## config.mk

```make
export PLATFORM = sky130hd
export DESIGN_NAME = i2s_transmitter
export DESIGN_NICKNAME = d
export VERILOG_FILES = /design/src/rtl/audio_pkg.sv /design/src/rtl/i2s_bit_clock_gen.sv /design/src/rtl/i2s_transmitter.sv
export SDC_FILE = /design/constraint.sdc
export NUM_CORES = 1
export LEC_CHECK = 0
export BUFFER_PORTS_ARGS = -buffer_cell sky130_fd_sc_hd__buf_2
export CORE_MARGIN = 2
export CORE_UTILIZATION = 45
export DETAILED_ROUTE_END_ITERATION = 10
export PLACE_DENSITY_LB_ADDON = 0.25
export RECOVER_POWER = 100
export SLEW_MARGIN = 10
export SYNTH_ARGS = -nofsm -noshare
export SYNTH_HDL_FRONTEND = slang
export SYNTH_SLANG_ARGS = --single-unit
```

## constraint.sdc

```tcl
create_clock -name audioClock -period 4.3 [get_ports audioClock]
set_input_delay 0 -clock audioClock [delete_from_list [all_inputs] [get_ports audioClock]]
set_output_delay 0 -clock audioClock [all_outputs]
set_load 0.01 [all_outputs]
```

## src/rtl/audio_pkg.sv

```systemverilog
// Shared audio constants and frame-timing helper for the I2S output path and its siblings.
package audio_pkg;

  localparam int unsigned AUDIO_SAMPLE_WIDTH = 16;
  localparam int unsigned I2S_SLOT_BITS      = 32;
  localparam int unsigned FRAME_RATE_HZ      = 48000;

  function automatic int unsigned i2s_frame_clocks(input int unsigned half, input int unsigned slot);
    return 4 * half * slot;
  endfunction

endpackage

```

## src/rtl/i2s_bit_clock_gen.sv

```systemverilog
// Bit-clock divider: toggles bitClock every CLOCKS_PER_HALF_BIT audioClock cycles and flags each edge.
module i2s_bit_clock_gen #(
  parameter int unsigned CLOCKS_PER_HALF_BIT = 2
) (
  input  logic audioClock,
  input  logic reset,
  output logic bitClock,
  output logic fallStrobe,
  output logic riseStrobe
);

  localparam int unsigned CW = (CLOCKS_PER_HALF_BIT > 1) ? $clog2(CLOCKS_PER_HALF_BIT) : 1;

  logic [CW-1:0] halfCounter_q, halfCounter_d;
  logic          bitClock_q, bitClock_d;
  logic          wrap;

  always_comb begin
    wrap          = (halfCounter_q == CW'(CLOCKS_PER_HALF_BIT - 1));
    halfCounter_d = wrap ? '0 : halfCounter_q + CW'(1);
    bitClock_d    = wrap ? ~bitClock_q : bitClock_q;
    // Strobes coincide with the edge on which bitClock toggles.
    fallStrobe    = wrap & bitClock_q;
    riseStrobe    = wrap & ~bitClock_q;
  end

  always_ff @(posedge audioClock) begin
    if (reset) begin
      halfCounter_q <= '0;
      bitClock_q    <= 1'b0;
    end else begin
      halfCounter_q <= halfCounter_d;
      bitClock_q    <= bitClock_d;
    end
  end

  assign bitClock = bitClock_q;

endmodule

```

## src/rtl/i2s_transmitter.sv

```systemverilog
// I2S frame master: requests a sample pair per frame, captures it at slot 0 and
// shifts it out MSB first with the standard one-bit delay after the word-select change.
module i2s_transmitter
  import audio_pkg::*;
#(
  parameter int unsigned SAMPLE_WIDTH        = AUDIO_SAMPLE_WIDTH,
  parameter int unsigned SLOT_BITS           = I2S_SLOT_BITS,
  parameter int unsigned CLOCKS_PER_HALF_BIT = 2
) (
  input  logic                           audioClock,
  input  logic                           reset,
  input  logic signed [SAMPLE_WIDTH-1:0] leftSample,
  input  logic signed [SAMPLE_WIDTH-1:0] rightSample,
  output logic                           sampleEnable,
  output logic                           bitClock,
  output logic                           leftRightClock,
  output logic                           serialData
);

  localparam int unsigned FRAME_BITS = 2 * SLOT_BITS;
  localparam int unsigned IW         = $clog2(FRAME_BITS);

  logic                  fallStrobe;
  logic                  riseStrobe_unused;
  logic [IW-1:0]         bitIndex_q, bitIndex_d, nextIndex;
  logic [FRAME_BITS-1:0] shift_q, shift_d;
  logic                  leftRight_q, leftRight_d;
  logic                  serial_q, serial_d;
  logic                  sampleEnable_q, sampleEnable_d;

  i2s_bit_clock_gen #(
    .CLOCKS_PER_HALF_BIT(CLOCKS_PER_HALF_BIT)
  ) u_bit_clock_gen (
    .audioClock (audioClock),
    .reset      (reset),
    .bitClock   (bitClock),
    .fallStrobe (fallStrobe),
    .riseStrobe (riseStrobe_unused)
  );

  always_comb begin
    bitIndex_d     = bitIndex_q;
    shift_d        = shift_q;
    leftRight_d    = leftRight_q;
    serial_d       = serial_q;
    sampleEnable_d = 1'b0;
    nextIndex      = (bitIndex_q == IW'(FRAME_BITS - 1)) ? '0 : bitIndex_q + IW'(1);
    if (fallStrobe) begin
      bitIndex_d     = nextIndex;
      leftRight_d    = (nextIndex >= IW'(SLOT_BITS));
      sampleEnable_d = (nextIndex == IW'(FRAME_BITS - 2));
      // The MSB leaving at slot 0 is the old frame's last bit; the new frame
      // loads behind it, which yields the one-bit delay without a separate stage.
      serial_d       = shift_q[FRAME_BITS-1];
      if (nextIndex == '0) begin
        shift_d = '0;
        shift_d[FRAME_BITS-1 -: SAMPLE_WIDTH] = leftSample;
        shift_d[SLOT_BITS-1  -: SAMPLE_WIDTH] = rightSample;
      end else begin
        shift_d = {shift_q[FRAME_BITS-2:0], 1'b0};
      end
    end
  end

  always_ff @(posedge audioClock) begin
    if (reset) begin
      bitIndex_q     <= IW'(FRAME_BITS - 1);
      shift_q        <= '0;
      leftRight_q    <= 1'b0;
      serial_q       <= 1'b0;
      sampleEnable_q <= 1'b0;
    end else begin
      bitIndex_q     <= bitIndex_d;
      shift_q        <= shift_d;
      leftRight_q    <= leftRight_d;
      serial_q       <= serial_d;
      sampleEnable_q <= sampleEnable_d;
    end
  end

  assign sampleEnable   = sampleEnable_q;
  assign leftRightClock = leftRight_q;
  assign serialData     = serial_q;

endmodule

```

Yosys cells after proc, flatten, opt, wreduce, memory -nomap -nowiden
Cells that the tools add are included.
Widths: inputs -> output; s select.
{ "classes": {"n_lt_le_gt_ge": 1, "bitwise_logic": 3, "mux": 2, "eq_ne": 2, "add_sub_neg": 2, "n_reduce_logical": 3} }
{ "op_table": {"columns": ["cell", "n"], "rows": [
  ["$mux 64", 1],
  ["$eq 6x6->1 const B", 2],
  ["$add 6x1->6 const B", 1],
  ["$ge 6x6->1 const B", 1],
  ["$logic_not 6->1", 1],
  ["$mux 6", 1],
  ["$reduce_or 2->1", 2],
  ["$not 1->1", 2],
  ["$add 1x1->1 const B", 1],
  ["$and 1x1->1", 1]
]} }
{ "totals": {"out_inout_bits": 4, "input_bits": 34, "register_bits": 75, "word_cells": 20} }

Longest topological paths before layout
{ "depth": {"depth_word": 4, "ltp_mapped": 7} }

Hierarchy
A second synthesis with hierarchy kept.
{ "hier_totals": {"hier_cells": 310, "hier_area_um2": 2580.0} }
{ "by_module_without_submodules": {"columns": ["mod", "area_per_inst_um2", "n_inst", "cells_per_inst", "seq_area_each_um2"], "rows": [
  ["i2s_transmitter", 2509.9, 1, 303, 1141.1],
  ["i2s_bit_clock_gen", 70.1, 1, 7, 40.0]
]} }

Worst setup path before layout
Ideal clock, no wire load.
{ "synth_path": {"path_type": "flip-flop to flip-flop", "startpoint": "reg bitIndex_q[0]", "endpoint": "reg shift_q[17]", "t_arrival_ns": 1.619, "stages_incl_launch_ff": 7, "n_path_buf": 2, "t_required_ns": 4.153, "setup_slack_ns": 2.534, "cell_sequence": "dfxtp_1 -> ha_1 -> clkbuf_1 -> nand4_1 -> buf_2 -> a221oi_2 -> a311oi_2"} }
{ "synth_between": {"elab_chain_cells": 4} }
{ "synth_lines": {"columns": ["element", "line", "text"], "rows": [
  ["start, declared", "i2s_transmitter.sv:25", "logic [IW-1:0] bitIndex_q, bitIndex_d, nextIndex;"],
  ["start signal, assigned", "i2s_transmitter.sv:67", "bitIndex_q <= IW'(FRAME_BITS - 1);"],
  ["start signal, assigned", "i2s_transmitter.sv:73", "bitIndex_q <= bitIndex_d;"],
  ["$add 6x1->6 or $eq 6x6->1 (tied branches)", "i2s_transmitter.sv:47", "nextIndex = (bitIndex_q == IW'(FRAME_BITS - 1)) ? '0 : bitIndex_q + IW'(1);"],
  ["$mux 6 (*)", "i2s_transmitter.sv:47", null],
  ["$logic_not 6->1 (*)", "i2s_transmitter.sv:55", "if (nextIndex == '0) begin"],
  ["$mux 64 (*)", "i2s_transmitter.sv:55", null],
  ["end signal, assigned", "i2s_transmitter.sv:74", "shift_q <= shift_d;"],
  ["end, declared", "i2s_transmitter.sv:26", "logic [FRAME_BITS-1:0] shift_q, shift_d;"]
]} }
Mark *: on every way between the ends. The rest lies on a longest branch, timed or not.
A chain may end at the register's enable or synchronous reset.

Worst setup path after layout
{ "layout_path": {"startpoint": "reg u_bit_clock_gen.halfCounter_q", "endpoint": "reg shift_q[16]"} }
{ "layout_between": {"elab_chain_cells": 1} }
{ "layout_lines": {"columns": ["element", "line", "text"], "rows": [
  ["start, declared", "i2s_bit_clock_gen.sv:14", "logic [CW-1:0] halfCounter_q, halfCounter_d;"],
  ["start signal, assigned", "i2s_bit_clock_gen.sv:32", "halfCounter_q <= halfCounter_d;"],
  ["$and 1x1->1", "i2s_bit_clock_gen.sv:23", "fallStrobe = wrap & bitClock_q;"]
]} }
No other way between the ends.

==> impl_metrics.ini <==
[outcome]
status = complete, but fails checks
violations = max-capacitance violations, max-slew violations

[clock_tree]
cts.path.max_buffers = 2
clockRootBuffer = clkbuf_8
cts.reportedPaths.clkPinSlew_ps = 70
cts.sink_count = 59
worstSkewPairLatency_ps = 340
cts_resized = 0
htreeDepth = 3
cts_tree = done
cts_buffers = 9

[synthesis]
syn_avg_cell_area_um2 = 10.1
synthTopCellsByArea = dfxtp_1, a221oi_2, a311oi_2, nand2_1, and2_1
ys_warn_count = 0
synth_edf_count = 0
synth_commonest_cells = nand2_1, dfxtp_1, and2_1
ys_types = 33
ys_seq_area_share_pct = 37.0
synth_seq_cells = 59
synthCells = 316
synth_nets = 352
synth.most_common_cell = nand2_1
async_flop_share_pct = 0
yosysTopAreaCell = dfxtp_1
synth_top_cell_area_share_pct = 37.0
synth_flop_cell = dfxtp_1
syn-cell-area_um2 = 3190

[critical_path]
crit_chain = and2_2 > clkbuf_2 > nor2_1 > nand2_1 > o31ai_4
cp-end-kind = flop
reg2reg_slack_ps = 1380
r2r-end = shift_q[16]
critical_path_buf_inv_count = 1
crit_fanout = 66
crit_path_start_kind = flop
cp.required_ps = 4560
crit_slowest_cell = nor2_1
worstSetupPathType = reg -> reg
worstRegToRegCells = 5
r2r-start = u_bit_clock_gen.halfCounter_q
critPathTopFamily = simple AND/OR/NAND/NOR gates
cp_slowest_stage_delay_ps = 1160
critPathArrivalTime_ps = 3180

[sta]
setup_viol_count_final = 0
clock_skew_ps = 7.25
fin_crit_sh_pct = 67.9
fin_crit_ps = 2920
worst_slack_ps = 1380
worst_pin_slew_ps = 1990
slew_viol_final = 139
max_freq_mhz = 343
hold_viol = 0
fin_setup_tns_ps = 0
timing.slew.headroom_pct = -33.0
rsz0062_at_grt = false

[route]
drc_errors = 0
post_drt_wl_per_cell_um = 15.4
drt_iter0_drc = 129
postRouteAntennaNets = 0
vias = 2435
avgViaCountPerCell = 5.58
routed_wl_um = 6710
first_pass_iters = 4

[global_route]
gr-total-overflow = 0
grt_usage_pct = 18.3
antenna_found_initial = 0
grt_pass1_wl_um = 11100
grt_max_degree = 72
grt_pass1_vias = 2283

[power_and_ir_drop]
power_frac_seq_pct = 39.4
intPower_mw = 1.19
switching_share_pct = 30.2
p_clk_share_pct = 33.8
p_leak_nw = 1.19
ir_drop_mv = 0.194
p_switching_mw = 0.516
p_comb_share_pct = 26.9
power.density_nw_per_um2 = 478

[final_layout]
finalNetCount = 371
regArea_um2 = 1180
diodes = 0
area_growth_pct = 12.0
fillCellCount = 630
multi_input_area_um2 = 1820
drive_gt1_share_pct = 34.7

[floorplanning]
fp.dieH_um = 88.2
io_pins = 38
rows = 30
die_x_um = 88.2
start_util_pct = 46.7
dieArea_um2 = 7790
core_area_um2 = 6830

[placed_design]
dpl.hpwl_um = 3940
gp_congestion = 0.771
io_buffer_count = 37
post-place-ws_ps = 1700

[min_path]
hold_path.class = in -> reg
min_path_cells = 3
holdPathEnd = shift_q[24]
hold_start = rightSample[8]

[run]
cap_violations = 2
## cells in the final DEF (no fill, tap or decap), types with 3 or more instances in the layout
| cell type | count |
|---|---|
| nand4_1 | 3 |
| nand2_1 | 70 |
| o31ai_1 | 3 |
| clkbuf_8 | 11 |
| and2_0 | 30 |
| buf_2 | 33 |
| clkinv_2 | 3 |
| xor2_1 | 4 |
| dfxtp_1 | 59 |
| nand2b_1 | 3 |
| a22o_1 | 16 |
| clkbuf_1 | 4 |
| a221oi_2 | 29 |
| a21oi_1 | 3 |
| a311oi_2 | 29 |
| nor2_1 | 5 |
| buf_4 | 3 |
## power groups by stage
stage	combinational, mW	sequential, mW	clock (mW)
2_1_floorplan	0.420	0.666	0
3_3_place_gp	0.456	0.681	0
3_5_place_dp	0.467	0.679	0
4_1_cts	0.468	0.670	0.590
5_1_grt	0.505	0.683	0.618
6_report	0.459	0.672	0.577
## worst min-delay path, cell delays in order
cell and delay (ps):
buf_2 80, a221oi_2 50, a311oi_2 210
## worst max path at each step
stage	from	endpoint	slack, ps	cells past startpoint
finish	u_bit_clock_gen.halfCounter_q	shift_q[16]	1380	5
global placement	bitIndex_q[0]	shift_q[27]	1750	5
detailed placement	bitIndex_q[0]	shift_q[53]	1700	5
global route	u_bit_clock_gen.halfCounter_q	shift_q[16]	1030	5
CTS	bitIndex_q[0]	shift_q[17]	1700	5
floorplan	bitIndex_q[0]	shift_q[17]	2530	6
## per-stage QoR
step	instances	utilization (%)	total power, mW	area [um^2]	hold WS [ps]
final	436	52.4	1.71	3580	58.7
after global routing	436	52.4	1.81	3580	64.9
after CTS	436	52.5	1.73	3590	49.6
after detailed placement	419	49.1	1.15	3350	337
after global placement	419	49.1	1.14	3350	346
after floorplan	316	-	1.09	3190	193
## registers in the layout (all words and copies together) (netlist names)
name	flops
bitIndex_q	6
leftRightClock	1
sampleEnable	1
serialData	1
shift_q	48
u_bit_clock_gen.bitClock	1
u_bit_clock_gen.halfCounter_q	1
## per-layer routing
metal	GRT usage, %	vias to the layer above	part of all wire [%]
met5	0	-	0
met4	5.51	0	1.3
met3	5.04	8	3.9
met2	27.5	48	46
met1	25.7	1160	49
li1	-	1219	-
## layout make-up
class	instances	share of cell area, %
multi-input combinational	221	51.0
sequential	59	33.0
clock inverter	5	2.10
timing repair buffer	42	6.09
tap	96	3.36
inverter	2	0.210
clock buffer	11	4.23
## kinds of logic after synthesis
logic type | Yosys count | share of synthesized area [%]
adders and majority gates | 2 | 0.784
DFF | 59 | 37.0
buffers and inverters | 36 | 5.88
AOI/OAI and AO/OA | 89 | 35.6
xor gates and xnor gates | 5 | 1.37
and+or+nand+nor | 125 | 19.4
## what timing repair did
item | CTS | global route
hold buffers | 1 | 0
hold endpoints to repair | 1 | 0
setup buffers | 0 | 0
(Power assumes the default switching activity.)
